<file path="src/rtl/mem_stage_lsu.sv">
`default_nettype none
// ============================================================================
// Module   : mem_stage_lsu
// Purpose  : Memory-stage load/store unit. Sits between the EX/MEM and MEM/WB
//            pipeline registers, issues one access at a time on a registered
//            request/ready data bus, stalls the pipeline while the access is
//            outstanding and returns a sign/zero-extended load result.
// Ports    : clk, reset        - pipeline clock, async active-high reset
//            ALUResultM        - effective byte address
//            WriteDataM        - store data (rs2)
//            funct3M           - RV32I load/store width code
//            MemReadM/WriteM   - instruction in MEM is a load / store
//            ReadDataM         - extended load result (registered)
//            StallM            - hold front of pipe, bubble into MEM/WB
//            MisalignM         - misaligned / illegal access, no bus op
//            FaultM            - bus timeout pulse (DONE cycle)
//            mem_*             - data-memory bus (req/we/addr/wdata/wstrb
//                                out, ready/rdata in)
// Revision : 1.0 - initial release
// ============================================================================
module mem_stage_lsu #(
    parameter int TIMEOUT = 16,
    parameter int CW      = 5
) (
    input  logic        clk,
    input  logic        reset,
    input  logic [31:0] ALUResultM,
    input  logic [31:0] WriteDataM,
    input  logic [2:0]  funct3M,
    input  logic        MemReadM,
    input  logic        MemWriteM,
    output logic [31:0] ReadDataM,
    output logic        StallM,
    output logic        MisalignM,
    output logic        FaultM,
    output logic        mem_req,
    output logic        mem_we,
    output logic [31:0] mem_addr,
    output logic [31:0] mem_wdata,
    output logic [3:0]  mem_wstrb,
    input  logic        mem_ready,
    input  logic [31:0] mem_rdata
);

    localparam logic [1:0]    c_IDLE     = 2'd0;
    localparam logic [1:0]    c_BUSY     = 2'd1;
    localparam logic [1:0]    c_DONE     = 2'd2;
    localparam logic [CW-1:0] c_CNT_LAST = CW'(TIMEOUT - 1);
    localparam logic [CW-1:0] c_CNT_ONE  = CW'(1);

    logic [1:0]    r_state;
    logic [1:0]    w_next_state;
    logic [CW-1:0] r_cnt;
    logic [1:0]    r_off;
    logic [2:0]    r_f3;
    logic          r_is_load;
    logic [31:0]   r_rdata;
    logic          r_req;
    logic          r_we;
    logic [31:0]   r_addr;
    logic [31:0]   r_wdata;
    logic [3:0]    r_wstrb;
    logic          r_fault;

    logic          w_access;
    logic          w_f3_ok;
    logic          w_aligned;
    logic          w_legal;
    logic          w_timeout;
    logic [3:0]    w_strb;
    logic [31:0]   w_wdata;
    logic [7:0]    w_byte;
    logic [15:0]   w_half;
    logic [31:0]   w_load_val;

    // ------------------------------------------------------------------
    // Legality and alignment of the instruction currently in MEM
    // ------------------------------------------------------------------
    assign w_access = MemReadM | MemWriteM;

    always_comb begin
        w_f3_ok = 1'b0;
        if (MemReadM && MemWriteM) begin
            w_f3_ok = 1'b0;
        end else if (MemReadM) begin
            case (funct3M)
                3'b000, 3'b001, 3'b010, 3'b100, 3'b101: w_f3_ok = 1'b1;
                default:                                w_f3_ok = 1'b0;
            endcase
        end else if (MemWriteM) begin
            case (funct3M)
                3'b000, 3'b001, 3'b010: w_f3_ok = 1'b1;
                default:                w_f3_ok = 1'b0;
            endcase
        end
    end

    // Halfword codes share funct3[1:0]=01; word is 010.
    assign w_aligned = !((funct3M[1:0] == 2'b01) && ALUResultM[0]) &&
                       !((funct3M == 3'b010) && (ALUResultM[1:0] != 2'b00));
    assign w_legal   = w_access && w_f3_ok && w_aligned;

    // ------------------------------------------------------------------
    // Store lane replication and byte strobes
    // ------------------------------------------------------------------
    always_comb begin
        w_strb  = 4'b0000;
        w_wdata = WriteDataM;
        case (funct3M[1:0])
            2'b00: begin
                w_strb  = 4'b0001 << ALUResultM[1:0];
                w_wdata = {4{WriteDataM[7:0]}};
            end
            2'b01: begin
                w_strb  = ALUResultM[1] ? 4'b1100 : 4'b0011;
                w_wdata = {2{WriteDataM[15:0]}};
            end
            default: begin
                w_strb  = 4'b1111;
                w_wdata = WriteDataM;
            end
        endcase
        if (!MemWriteM) begin
            w_strb = 4'b0000;
        end
    end

    // ------------------------------------------------------------------
    // Load extraction from the returned word, using the offset and width
    // latched when the request was issued
    // ------------------------------------------------------------------
    always_comb begin
        case (r_off)
            2'd0:    w_byte = mem_rdata[7:0];
            2'd1:    w_byte = mem_rdata[15:8];
            2'd2:    w_byte = mem_rdata[23:16];
            default: w_byte = mem_rdata[31:24];
        endcase
        w_half = r_off[1] ? mem_rdata[31:16] : mem_rdata[15:0];
        case (r_f3)
            3'b000:  w_load_val = {{24{w_byte[7]}}, w_byte};
            3'b100:  w_load_val = {24'd0, w_byte};
            3'b001:  w_load_val = {{16{w_half[15]}}, w_half};
            3'b101:  w_load_val = {16'd0, w_half};
            default: w_load_val = mem_rdata;
        endcase
    end

    assign w_timeout = (r_cnt == c_CNT_LAST);

    // ------------------------------------------------------------------
    // FSM: state register
    // ------------------------------------------------------------------
    always_ff @(posedge clk or posedge reset) begin
        if (reset) begin
            r_state <= c_IDLE;
        end else begin
            r_state <= w_next_state;
        end
    end

    // ------------------------------------------------------------------
    // FSM: next-state logic
    // ------------------------------------------------------------------
    always_comb begin
        w_next_state = r_state;
        case (r_state)
            c_IDLE:  if (w_legal) w_next_state = c_BUSY;
            c_BUSY:  if (mem_ready || w_timeout) w_next_state = c_DONE;
            c_DONE:  w_next_state = c_IDLE;
            default: w_next_state = c_IDLE;
        endcase
    end

    // ------------------------------------------------------------------
    // FSM: combinational outputs. Gated by reset so the pipeline is
    // released the moment reset is asserted, even mid-access.
    // ------------------------------------------------------------------
    always_comb begin
        StallM    = 1'b0;
        MisalignM = 1'b0;
        if (!reset) begin
            case (r_state)
                c_IDLE: begin
                    StallM    = w_legal;
                    MisalignM = w_access && !w_legal;
                end
                c_BUSY:  StallM = 1'b1;
                default: StallM = 1'b0;
            endcase
        end
    end

    // ------------------------------------------------------------------
    // Bus, counter and result registers
    // ------------------------------------------------------------------
    always_ff @(posedge clk or posedge reset) begin
        if (reset) begin
            r_cnt     <= '0;
            r_off     <= 2'b00;
            r_f3      <= 3'b000;
            r_is_load <= 1'b0;
            r_rdata   <= 32'd0;
            r_req     <= 1'b0;
            r_we      <= 1'b0;
            r_addr    <= 32'd0;
            r_wdata   <= 32'd0;
            r_wstrb   <= 4'b0000;
            r_fault   <= 1'b0;
        end else begin
            r_fault <= 1'b0;
            case (r_state)
                c_IDLE: begin
                    if (w_legal) begin
                        r_req     <= 1'b1;
                        r_we      <= MemWriteM;
                        r_addr    <= {ALUResultM[31:2], 2'b00};
                        r_wdata   <= w_wdata;
                        r_wstrb   <= w_strb;
                        r_off     <= ALUResultM[1:0];
                        r_f3      <= funct3M;
                        r_is_load <= MemReadM;
                        r_cnt     <= '0;
                    end
                end
                c_BUSY: begin
                    r_cnt <= r_cnt + c_CNT_ONE;
                    // Ready takes priority over a coincident timeout.
                    if (mem_ready) begin
                        r_req   <= 1'b0;
                        r_we    <= 1'b0;
                        r_wstrb <= 4'b0000;
                        if (r_is_load) begin
                            r_rdata <= w_load_val;
                        end
                    end else if (w_timeout) begin
                        r_req   <= 1'b0;
                        r_we    <= 1'b0;
                        r_wstrb <= 4'b0000;
                        r_fault <= 1'b1;
                        if (r_is_load) begin
                            r_rdata <= 32'd0;
                        end
                    end
                end
                default: ;
            endcase
        end
    end

    assign ReadDataM = r_rdata;
    assign FaultM    = r_fault;
    assign mem_req   = r_req;
    assign mem_we    = r_we;
    assign mem_addr  = r_addr;
    assign mem_wdata = r_wdata;
    assign mem_wstrb = r_wstrb;

endmodule
`default_nettype wire

</file>
<file path="config.mk">
export PLATFORM = sky130hd
export DESIGN_NAME = mem_stage_lsu
export DESIGN_NICKNAME = d
export VERILOG_FILES = /design/src/rtl/mem_stage_lsu.sv
export SDC_FILE = /design/constraint.sdc
export NUM_CORES = 1
export LEC_CHECK = 0
export ABC_AREA = 1
export ABC_CLOCK_PERIOD_IN_PS = 11500
export CORE_MARGIN = 3
export CORE_UTILIZATION = 30
export CTS_BUF_LIST = sky130_fd_sc_hd__clkbuf_16
export DETAILED_ROUTE_END_ITERATION = 7
export GPL_ROUTABILITY_DRIVEN = 0
export GPL_TIMING_DRIVEN = 0
export SLEW_MARGIN = 20
export SYNTH_ARGS = -nofsm -noshare
export SYNTH_HDL_FRONTEND = slang
export SYNTH_SLANG_ARGS = --single-unit
</file>
<file path="constraint.sdc">
create_clock -name clk -period 11.5 [get_ports clk]
set_input_delay 2.3 -clock clk [delete_from_list [all_inputs] [get_ports clk]]
set_output_delay 2.3 -clock clk [all_outputs]
set_load 0.005 [all_outputs]
</file>
==> After elaboration in Yosys (flattened, before gate mapping) <==
Index checks and enable logic that the tools add are counted.
{ "op_classes": {"add_sub_neg": 1, "n_eq_ne": 15, "n_shift": 1, "muxes": 38, "bitwise_logic": 1, "reduce_logical": 26} }
{ "op_table": {"columns": ["cell", "n"], "rows": [
  ["32-bit two-way mux", 4],
  ["32-bit one-hot mux with 4 select lines", 1],
  ["32-bit one-hot mux with 2 select lines", 1],
  ["8-bit one-hot mux with 3 select lines", 1],
  ["4-bit two-way mux", 5],
  ["16-bit two-way mux", 1],
  ["4-bit one-hot mux with 2 select lines", 2],
  ["1-bit two-way mux", 15],
  ["3-bit == test (second input constant)", 4],
  ["5-bit one-hot mux with 2 select lines", 1],
  ["1-bit logical AND", 7],
  ["2-bit by 1-bit == test with 1-bit output (second input constant)", 3],
  ["3-bit by 1-bit == test with 1-bit output (second input constant)", 2],
  ["2-bit zero test", 3],
  ["3-bit zero test", 2],
  ["1-bit one-hot mux with 2 select lines", 3],
  ["2-bit AND reduction", 3],
  ["3-bit AND reduction", 2],
  ["2-bit nonzero test", 3],
  ["5-bit by 1-bit adder with 5-bit output (second input constant)", 1],
  ["5-bit by 4-bit == test with 1-bit output (second input constant)", 1],
  ["5-bit two-way mux", 1],
  ["5-bit OR reduction", 1],
  ["2-bit two-way mux", 2],
  ["10 further kinds", 13]
]} }
{ "word_totals": {"reg_bits": 114, "in_bits": 104, "output_inout_bits": 105} }

==> Depth between registers and ports, before layout <==
{ "depth": {"word_depth": 12, "mapped_depth": 11, "mapped_depth_nobuf": 9} }

==> Worst setup path after synthesis <==
Ideal clock, no wire load.
{ "synth_timing": {"kind": "input-to-output", "start": "input port reset", "end": "output port MisalignM", "arrival_time_ps": 5059, "required_time_ps": 9200, "slack_ps": 4141, "path_stages": 3, "path_cell_list": "inv_1 > nand3_1 > nor2_1"} }
{ "synth_between": {"elab_chain_cells": 1} }
{ "synth_lines": {"columns": ["item", "line_no", "rtl"], "rows": [
  ["start: declaration", "26", "input logic reset,"],
  ["1-bit two-way mux", "182", "if (!reset) begin"],
  ["end: declaration", "34", "output logic MisalignM,"]
]} }
No other way between the ends.

==> Worst setup path after layout <==
{ "layout_timing": {"start": "input port MemReadM", "end": "output port StallM"} }
{ "layout_between": {"elab_chain_cells": 6, "word_cells_on_any_way": 8, "cone_classes": "mux (4); bitwise (1); reduce/logical (3)"} }
{ "layout_lines": {"columns": ["item", "line_no", "rtl"], "rows": [
  ["start: declaration", "30", "input logic MemReadM,"],
  ["1-bit two-way mux / 1-bit logical AND (equally long branches)", "85, 83", null],
  ["1-bit two-way mux", "83", "if (MemReadM && MemWriteM) begin"],
  ["1-bit logical AND (*) (2 in series)", "101", "assign w_legal = w_access && w_f3_ok && w_aligned;"],
  ["1-bit one-hot mux with 2 select lines (*)", "183", "case (r_state)"],
  ["1-bit two-way mux (*)", "182", null],
  ["end: declaration", "33", "output logic StallM,"]
]} }
Every way passes the cells marked *; elsewhere a longest branch is shown, timed or not.

==> metrics.yaml <==
status: "completed"
syn_area_per_cell_um2: 7.77
firstDrtPassIters: 5
startpoint_type: "primary input"
finalSetupViolCount: 0
drtAntennaViolNets: 0
p_leak_nw: 4.05
via_per_inst: 4.67
worst_ep_required_time_ns: 9.20
nNetsFinal: 1033
hold_path_class: "register to register"
cts_tree: "done"
synth-seq-area-share: 0.524
grt-ovfl-total: 0
finalHoldViolations: 0
power.density_mw_per_mm2: 210
pre_cts_ws_ns: 4.78
insertion_delay_ns: 0.41
grt_setup_unrepaired: "false"
drive_gt1_frac: 0.0736
yosysWarningCount: 0
synthTopCellsByCount: "nand2_1 (267), dfrtp_1 (114), nor2_1 (57)"
wirelength_um: 18400
min_period_ns: 6.69
synth.most_common_cell: "nand2_1"
cts_resized: 0
peakVddDrop_v: 0.000107
synth_cell_types: 27
clockRootBuffer: "clkbuf_16"
critical_path.cell_chain: "clkdlybuf4s50_1, inv_2, nand2_1, nand2_1, nor2_2, nand4_4, buf_6, buf_6, a21oi_2, clkdlybuf4s50_1"
crit_path_top_delay_cell: "clkdlybuf4s50_1"
grt_pass1_vias: 5448
vias: 5427
grt_pass1_wl_um: 29100
antennaDiodeCount: 0
slew_violations: 0
cts_buffer_depth: 2
period_share: 0.582
netlist_instances: 701
cts_hold_repair.buffers: 0
setup.worst_path.end_class: "output port"
drc: 0
cts_setup_buffers: 0
cpPeakStageDelay_ns: 0.56
clk_pin_slew_ns: 0.05
netlist.area_leader.share: 0.524
die_w_um: 141
port_buffers: 205
die_h_um: 141
cts_buffers: 17
dp_hpwl_um: 13900
slew_headroom: 0.551
dieArea_mm2: 0.0198
worstMarginPinSlew_ns: 0.673
max_freq_mhz: 149
grt_usage: 0.186
setup.worst_path.class: "primary input to output port"
rows: 48
ys_ff_latch: 114
post-synth-top-area-cell: "dfrtp_1"
core_mm2: 0.0175
synth_edf_count: 0
area_growth_pct: 53.6
antenna_found_initial: 0
max_cap_violations: 0
yosys-top-cells-area: "dfrtp_1 (52%), nand2_1 (18%), nand3_1 (4.8%)"
wire_per_inst_um: 15.8
syn_area_mm2: 0.00545
fin_tns_setup_ns: 0
drtIter0Drc: 301
ys.flop_type: "dfrtp_1"
critPathArrivalTime_ns: 4.39
fin_skew_ns: 0.0108
initial_utilization: 0.311
cp_max_fo: 10
cts.htree.levels: 4
ios: 209
setup_slack_ns: 4.81
grt_max_degree: 74
async_reset_ff_frac: 1.00
numClockSinks: 114
[stage by stage]
step / power (mW) / utilization / instance area (µm²) / instances / hold slack [ns]
detailed placement: 1.27 / 0.446 / 7820 / 1133 / 0.457
global placement: 1.26 / 0.444 / 7780 / 1132 / 0.453
global route: 1.88 / 0.477 / 8370 / 1163 / 0.490
floorplan: 0.889 / - / 5450 / 702 / 0.458
CTS: 1.78 / 0.477 / 8370 / 1163 / 0.471
finish: 1.76 / 0.477 / 8370 / 1163 / 0.467
[power by group]
group,internal [mW],leakage [nW],switching [mW]
combinational,0.349,2.33,0.291
sequential,0.540,1.45,0.0844
clock,0.312,0.266,0.184
[critical path, delay by kind of cell]
family / cells / cell delay [ns]
compound gates: 1 / 0.11
simple gates: 4 / 0.46
buf+inv: 5 / 1.53
[cells in the final DEF, fill, tap and decap left out, drive strengths merged]
master	n
ha	2
o211ai	5
inv	42
bufinv	2
a21oi	37
nand4	7
dfrtp	114
nand2	271
clkinvlp	3
nor2	58
o21ai	72
clkbuf	32
nand3	52
or2	2
clkinv	7
buf	25
clkdlybuf4s50	205
conb	2
[path summary, 6_finish.rpt]
kind	startpoint	endpoint	slack, ns	cells past startpoint
max	MemReadM	StallM	4.81	10
min	mem_addr[2]$_DFFE_PP0P_	mem_addr[2]$_DFFE_PP0P_	0.47	2
max reg2reg	r_cnt[0]$_DFFE_PP0P_	ReadDataM[20]$_DFFE_PP0P_	9.48	10
min reg2reg	mem_addr[2]$_DFFE_PP0P_	mem_addr[2]$_DFFE_PP0P_	0.47	2
max in group asynchronous	reset	mem_wdata[4]$_DFFE_PP0P_	8.41	3
min in group asynchronous	reset	mem_addr[29]$_DFFE_PP0P_	2.43	2
[registers in the layout (all words and copies together), names as in the netlist]
signal / count
r_cnt: 5
r_is_load: 1
mem_wdata: 32
r_f3: 3
FaultM: 1
mem_addr: 30
mem_wstrb: 4
r_off: 2
mem_we: 1
mem_req: 1
ReadDataM: 32
r_state: 2
[kinds of logic after synthesis]
group | count (synthesis) | synth area share
AOI/OAI and AO/OA | 114 | 0.108
adders and majority gates | 2 | 0.00459
buffers and inverters | 80 | 0.0710
DFF | 114 | 0.524
other | 1 | 0.000688
and+or+nand+nor | 390 | 0.292
[per-layer routing]
metal	GRT usage	wire, µm	up-vias
met5	0	0	-
met4	0.0622	321	0
met3	0.0699	1700	26
met2	0.285	8180	207
met1	0.245	8190	2493
li1	-	-	2701
[final cells by class]
class	count	area [µm²]
plain buffers	39	230
clock buffers	17	425
clock inverters	13	123
fillers	1779	9170
inverters	41	161
multi-input cells	508	2210
flip-flops and latches	114	2850
well taps	225	282
repair buffers	206	2080
Note: power is estimated with default switching activity, not from simulation.
